==> src/rtl/bram_pixel_reader_if.sv <==
// BRAM read port plus outgoing pixel stream for bram_pixel_reader.
interface bram_pixel_reader_if;
  logic [31:0] bram_address;
  logic [31:0] bram_data;
  logic [7:0]  pixel_o;
  logic        pixel_valid;
  logic        pixel_ready;

  modport master (
    output bram_address, pixel_o, pixel_valid,
    input  bram_data, pixel_ready
  );

  modport slave (
    input  bram_address, pixel_o, pixel_valid,
    output bram_data, pixel_ready
  );
endinterface

==> src/rtl/bram_pixel_reader.sv <==
// Streams a 4-pixels-per-word BRAM image out as one 8-bit pixel per handshake.
//
// state  | meaning
// IDLE   | waiting for start
// FILL   | word 0 read in flight
// STREAM | emitting pixels, prefetching the next word
// DONE   | one-cycle image_done pulse
module bram_pixel_reader #(
  parameter int          IMG_WIDTH  = 28,
  parameter int          IMG_HEIGHT = 28,
  parameter logic [31:0] BASE_ADDR  = 32'h0
) (
  input  logic                       clk,
  input  logic                       reset,
  input  logic                       start,
  bram_pixel_reader_if.master        bus,
  output logic                       busy,
  output logic                       image_done
);
  localparam int          NPIX     = IMG_WIDTH * IMG_HEIGHT;
  localparam int          NWORD    = (NPIX + 3) / 4;
  localparam logic [15:0] LAST_PIX = 16'(NPIX - 1);
  localparam logic [15:0] WORDS    = 16'(NWORD);

  typedef enum logic [1:0] {IDLE, FILL, STREAM, DONE} state_t;

  state_t      state, state_nx;
  logic [31:0] addr_q;
  logic [31:0] cur_word, pf_word;
  logic [1:0]  byte_idx;
  logic        cur_valid, pf_valid;
  logic        rd_p1, rd_p2;
  logic [15:0] pix_cnt, issue_cnt;

  logic start_acc, issue, hs, word_end, last_hs;

  always_ff @(posedge clk) begin
    if (reset) state <= IDLE;
    else       state <= state_nx;
  end

  always_comb begin
    state_nx  = state;
    start_acc = 1'b0;
    issue     = 1'b0;
    hs        = cur_valid & bus.pixel_ready;
    last_hs   = hs & (pix_cnt == LAST_PIX);
    word_end  = hs & ((byte_idx == 2'd3) | (pix_cnt == LAST_PIX));
    case (state)
      IDLE: if (start) begin
        state_nx  = FILL;
        start_acc = 1'b1;
      end
      FILL: if (rd_p2) state_nx = STREAM;
      STREAM: begin
        // keep at most one word outstanding beyond the current one
        issue = ~rd_p1 & ~rd_p2 & ~pf_valid & (issue_cnt < WORDS);
        if (last_hs) state_nx = DONE;
      end
      DONE:    state_nx = IDLE;
      default: state_nx = IDLE;
    endcase
  end

  always_ff @(posedge clk) begin
    if (reset) begin
      addr_q    <= BASE_ADDR;
      cur_word  <= 32'd0;
      pf_word   <= 32'd0;
      byte_idx  <= 2'd0;
      cur_valid <= 1'b0;
      pf_valid  <= 1'b0;
      rd_p1     <= 1'b0;
      rd_p2     <= 1'b0;
      pix_cnt   <= 16'd0;
      issue_cnt <= 16'd0;
    end else begin
      // read data is valid two edges after the address is registered
      rd_p1 <= issue | start_acc;
      rd_p2 <= rd_p1;

      if (hs) pix_cnt <= pix_cnt + 16'd1;

      if (word_end) begin
        byte_idx <= 2'd0;
        if (last_hs) begin
          cur_valid <= 1'b0;
        end else if (pf_valid) begin
          cur_word <= pf_word;
          pf_valid <= 1'b0;
        end else if (rd_p2) begin
          cur_word <= bus.bram_data;
        end else begin
          cur_valid <= 1'b0;
        end
      end else begin
        if (hs) byte_idx <= byte_idx + 2'd1;
        if (rd_p2) begin
          if (!cur_valid) begin
            cur_word  <= bus.bram_data;
            cur_valid <= 1'b1;
            byte_idx  <= 2'd0;
          end else begin
            pf_word  <= bus.bram_data;
            pf_valid <= 1'b1;
          end
        end
      end

      if (issue) begin
        addr_q    <= BASE_ADDR + {14'd0, issue_cnt, 2'b00};
        issue_cnt <= issue_cnt + 16'd1;
      end

      if (start_acc) begin
        addr_q    <= BASE_ADDR;
        issue_cnt <= 16'd1;
        pix_cnt   <= 16'd0;
        cur_valid <= 1'b0;
        pf_valid  <= 1'b0;
        byte_idx  <= 2'd0;
      end
    end
  end

  always_comb begin
    case (byte_idx)
      2'd0:    bus.pixel_o = cur_word[7:0];
      2'd1:    bus.pixel_o = cur_word[15:8];
      2'd2:    bus.pixel_o = cur_word[23:16];
      default: bus.pixel_o = cur_word[31:24];
    endcase
  end

  assign bus.bram_address = addr_q;
  assign bus.pixel_valid  = cur_valid;
  assign busy             = (state != IDLE);
  assign image_done       = (state == DONE);
endmodule
==> src/flat_wrapper.sv <==
// flat-port wrapper written by rule: the top's interface ports become plain ports
module bram_pixel_reader_flat 
#(
  parameter int          IMG_WIDTH  = 28,
  parameter int          IMG_HEIGHT = 28,
  parameter logic [31:0] BASE_ADDR  = 32'h0
)
  (clk, reset, start, busy, image_done, bus_bram_address, bus_pixel_o, bus_pixel_valid, bus_bram_data, bus_pixel_ready);
  bram_pixel_reader_if bus_i ();
  input  logic clk;
  input  logic reset;
  input  logic start;
  output logic busy;
  output logic image_done;
  output wire logic [$bits(bus_i.bram_address)-1:0] bus_bram_address;
  output wire logic [$bits(bus_i.pixel_o)-1:0] bus_pixel_o;
  output wire logic [$bits(bus_i.pixel_valid)-1:0] bus_pixel_valid;
  input wire logic [$bits(bus_i.bram_data)-1:0] bus_bram_data;
  input wire logic [$bits(bus_i.pixel_ready)-1:0] bus_pixel_ready;
  assign bus_bram_address = bus_i.bram_address;
  assign bus_pixel_o = bus_i.pixel_o;
  assign bus_pixel_valid = bus_i.pixel_valid;
  assign bus_i.bram_data = bus_bram_data;
  assign bus_i.pixel_ready = bus_pixel_ready;
  bram_pixel_reader #(.IMG_WIDTH(IMG_WIDTH), .IMG_HEIGHT(IMG_HEIGHT), .BASE_ADDR(BASE_ADDR)) u_core (.clk(clk), .reset(reset), .start(start), .bus(bus_i), .busy(busy), .image_done(image_done));
endmodule
==> config.mk <==
export PLATFORM = sky130hd
export DESIGN_NAME = bram_pixel_reader_flat
export DESIGN_NICKNAME = d
export VERILOG_FILES = /design/src/rtl/bram_pixel_reader_if.sv /design/src/rtl/bram_pixel_reader.sv /design/src/flat_wrapper.sv
export SDC_FILE = /design/constraint.sdc
export NUM_CORES = 1
export LEC_CHECK = 0
export BUFFER_PORTS_ARGS = -buffer_cell sky130_fd_sc_hd__buf_2
export CAP_MARGIN = 30
export CORE_MARGIN = 5
export CORE_UTILIZATION = 55
export CTS_BUF_LIST = sky130_fd_sc_hd__clkbuf_4
export DETAILED_ROUTE_END_ITERATION = 8
export PLACE_DENSITY_LB_ADDON = 0.08
export SYNTH_ARGS = -nofsm -noshare
export SYNTH_HDL_FRONTEND = slang
export SYNTH_SLANG_ARGS = --single-unit
==> constraint.sdc <==
create_clock -name clk -period 2 [get_ports clk]
set_input_delay 0.2 -clock clk [delete_from_list [all_inputs] [get_ports clk]]
set_output_delay 0.2 -clock clk [all_outputs]
set_load 0.02 [all_outputs]
==> impl_metrics.env <==
export IMPL_rows=37
export IMPL_dieArea_mm2=0.01267
export IMPL_gr_total_overflow=0
export IMPL_regToRegSetupSlack_ps=100
export IMPL_synthArstFlopShare_pct=0
export IMPL_ant_nets=0
export IMPL_synth_area_per_cell_um2=8.751
export IMPL_criticalPathCategory="reg2out"
export IMPL_ir_worst_vdd_mv=0.4696
export IMPL_grt_usage_pct=22.56
export IMPL_synth_area_leaders="dfxtp_1, mux2i_1, nand2_1, o21ai_0, a31oi_1"
export IMPL_io_buffers=62
export IMPL_clkPwrFrac_pct=30.3
export IMPL_leakagePower_nw=2.727
export IMPL_worstReg2RegStart="u_core.byte_idx[1]"
export IMPL_first_pass_iters=8
export IMPL_hp_class="in2reg"
export IMPL_nNetsFinal=803
export IMPL_violations="negative setup slack"
export IMPL_end_kind="primary output"
export IMPL_power_density_mw_per_mm2=813.9
export IMPL_hpwlAfterDp_mm=9.063
export IMPL_clkTransAtPathRegs_ps=100
export IMPL_worst_clock_skew_ps=9.521
export IMPL_yosys_area_top_type="dfxtp_1"
export IMPL_drive_above_1_share_pct=19.69
export IMPL_crit_required_ps=1800
export IMPL_grt_pass1_wl_mm=23.36
export IMPL_die_h_um=112.6
export IMPL_post_synth_top_area_fraction_pct=41.53
export IMPL_ios=79
export IMPL_synthAdderAreaFrac_pct=2.596
export IMPL_cts_tree="yes"
export IMPL_htreeDepth=4
export IMPL_utilization_pct=68.71
export IMPL_min_to="u_core.cur_word[9]"
export IMPL_core_mm2=0.01028
export IMPL_finalCritPeriodShare_pct=106.9
export IMPL_p_switching_mw=1.769
export IMPL_synth_mux_area_fraction_pct=8.998
export IMPL_first_iter_violations=366
export IMPL_fmax_mhz=467.6
export IMPL_grt_max_degree=101
export IMPL_clkLatencyLatePin_ps=540
export IMPL_yosys_top_cells_count="dfxtp_1, nand2_1, mux2i_1"
export IMPL_cp_cell_sequence="inv_4 -> ha_4 -> a222oi_1 -> mux2i_1 -> buf_4"
export IMPL_synth_flop_cell="dfxtp_1"
export IMPL_grt_pass1_vias=4835
export IMPL_slowest_delay_ps=430
export IMPL_hold_viol_final=0
export IMPL_yosysWarnings=0
export IMPL_yosys_area_share_simple_pct=17.05
export IMPL_wl_mm=14.77
export IMPL_cts_sinks=120
export IMPL_pwr_share_comb_pct=22.5
export IMPL_synth_xor_area_share_pct=1.666
export IMPL_synth_compound_area_share_pct=20.77
export IMPL_root_buffer="clkbuf_4"
export IMPL_synth_distinct_cells=50
export IMPL_critPathLaunchType="register"
export IMPL_yosysMostFrequentCell="dfxtp_1"
export IMPL_p_int_mw=3.978
export IMPL_wl_per_cell_um=16.35
export IMPL_hold_start="bus_pixel_ready"
export IMPL_synthCells=661
export IMPL_cap_violations=0
export IMPL_die_x_um=112.6
export IMPL_initial_utilization_pct=56.28
export IMPL_antenna_found_initial=0
export IMPL_ys_ff_latch=120
export IMPL_final_max_slew_viol_count=0
export IMPL_gp_congestion=0.8599
export IMPL_finalWorstSetupSlack_ps=-138.7
export IMPL_switching_share_pct=30.79
export IMPL_rsz0062_at_grt="yes"
export IMPL_critPathArrivalTime_ps=1940
export IMPL_reg2reg_depth=8
export IMPL_tns_ps=-657.9
export IMPL_setup_viol=8
export IMPL_r2r_end="u_core.pf_word[1]"
export IMPL_period_needed_ps=2139
export IMPL_sequentialPowerShare_pct=47.2
export IMPL_synth_top_family_by_area="compound AO/OA/AOI/OAI gates"
export IMPL_cp_max_fo=8
export IMPL_area_delta_synth_final_pct=22.09
export IMPL_syn_area_mm2=0.005784
export IMPL_cp_slowest_cell="a222oi_1"
export IMPL_post_place_ws_ps=149.0
export IMPL_whs_path_depth=5
export IMPL_clockBufferDepth=2
export IMPL_synth_edf_count=0
export IMPL_cts_inserted_buffers=17
export IMPL_drc=0
export IMPL_viasPerCell=5.687
export IMPL_routed_via_count=5135
export IMPL_n_antenna_cell=0
export IMPL_yosysSeqAreaShare_pct=41.53
export IMPL_run_status="complete, but fails checks"
==> sequential cells by signal, summed over array words and instances (netlist names) <==
name	flops
u_core.bus.bram_address	16
u_core.bus.pixel_valid	1
u_core.cur_word	32
u_core.pix_cnt	16
u_core.rd_p2	1
u_core.pf_word	32
u_core.byte_idx	2
u_core.state	2
u_core.pf_valid	1
u_core.rd_p1	1
u_core.issue_cnt	16
==> worst max-delay path: cells and delay by family, from the launching register on <==
family	cells	cell delay, ps
AO/OA/AOI/OAI	1	430
flip-flops	1	400
buffers and inverters	2	240
adder cells (fa/ha/maj)	1	180
multiplexers	1	160
==> how the worst max path moves through the flow <==
stage,startpoint,end,slack [ps],cells after the start
after global placement,u_core.state[0],u_core.issue_cnt[3],230,6
final,u_core.byte_idx[1],bus_pixel_o[3],-140,5
after floorplan,u_core.pix_cnt[0],u_core.pf_word[10],210,7
after global routing,u_core.byte_idx[1],bus_pixel_o[3],-290,5
after detailed placement,u_core.state[0],u_core.issue_cnt[5],150,6
after CTS,u_core.byte_idx[1],bus_pixel_o[3],-110,5
==> power groups by stage <==
stage	Combinational (mW)	Clock, mW	Sequential [mW]
2_1_floorplan	0.891	0	2.72
5_1_grt	1.44	1.90	2.73
3_3_place_gp	1.18	0	2.75
3_5_place_dp	1.22	0	2.76
4_1_cts	1.28	1.78	2.70
6_report	1.29	1.74	2.71
==> layer usage <==
layer	GRT usage (%)	part of all wire, %	up-vias
met5	0	0	-
met1	29.87	46	2404
met3	5.067	6.4	14
met4	8.494	1.1	0
met2	35.94	46	167
li1	-	-	2550
==> cell type report <==
cell class | count | area [um2]
flip-flops and latches | 120 | 2410
multi-input cells | 467 | 3120
well taps | 136 | 170.2
clock buffers | 19 | 142.6
fillers | 842 | 3216
inverters | 21 | 83.83
repair buffers | 128 | 1001
clock inverters | 12 | 133.9
==> logic make-up after synthesis <==
family	Yosys count
other	1
multiplexers	52
XOR/XNOR	11
AND/OR/NAND/NOR	203
adder cells (fa/ha/maj)	12
AO/OA/AOI/OAI	173
flip-flops	120
buffers and inverters	89
==> cells in the final DEF (no fill, tap or decap), types with 3 or more instances in the layout <==
cell	synthesis	final
clkinv_2	0	5
nor4_1	6	6
and2_1	11	11
clkbuf_4	0	19
nand2_1	113	113
conb_1	1	16
nand4_1	5	5
and3_1	13	12
bufinv_16	0	3
inv_1	21	18
ha_4	0	3
o311ai_1	22	22
a222oi_1	8	8
o311ai_0	9	9
buf_12	0	4
o21ai_0	45	45
dfxtp_1	120	118
a31oi_1	32	31
ha_1	12	7
buf_4	16	28
clkbuf_16	0	3
o221a_2	3	3
and4_1	3	3
nor2_1	23	23
xor2_1	6	6
dlygate4sd3_1	0	34
buf_2	6	59
o31ai_1	5	5
nand3_1	8	8
mux2i_1	52	52
a21oi_1	13	11
or4_1	5	5
clkinv_1	0	3
or3_1	4	4
o21bai_1	24	24
xnor2_1	5	5
==> metrics by stage <==
stage	hold WS (ps)	power, mW	cell area (um2)	cells
global route	327.7	6.073	7062	903
CTS	324.1	5.765	6914	896
floorplan	269.1	3.607	5841	676
global placement	436.6	3.934	6222	829
finish	360.6	5.747	7062	903
detailed placement	442.5	3.974	6222	829
==> what timing repair did <==
item,CTS,global route
setup endpoints to repair,8,68
gates cloned,0,3
pin swaps,6,6
hold buffers,34,0
buffers inserted,2,4
gates resized for setup,18,7
endpoints found under the hold margin,66,0
No activity file was read; power rests on OpenSTA's default activity.
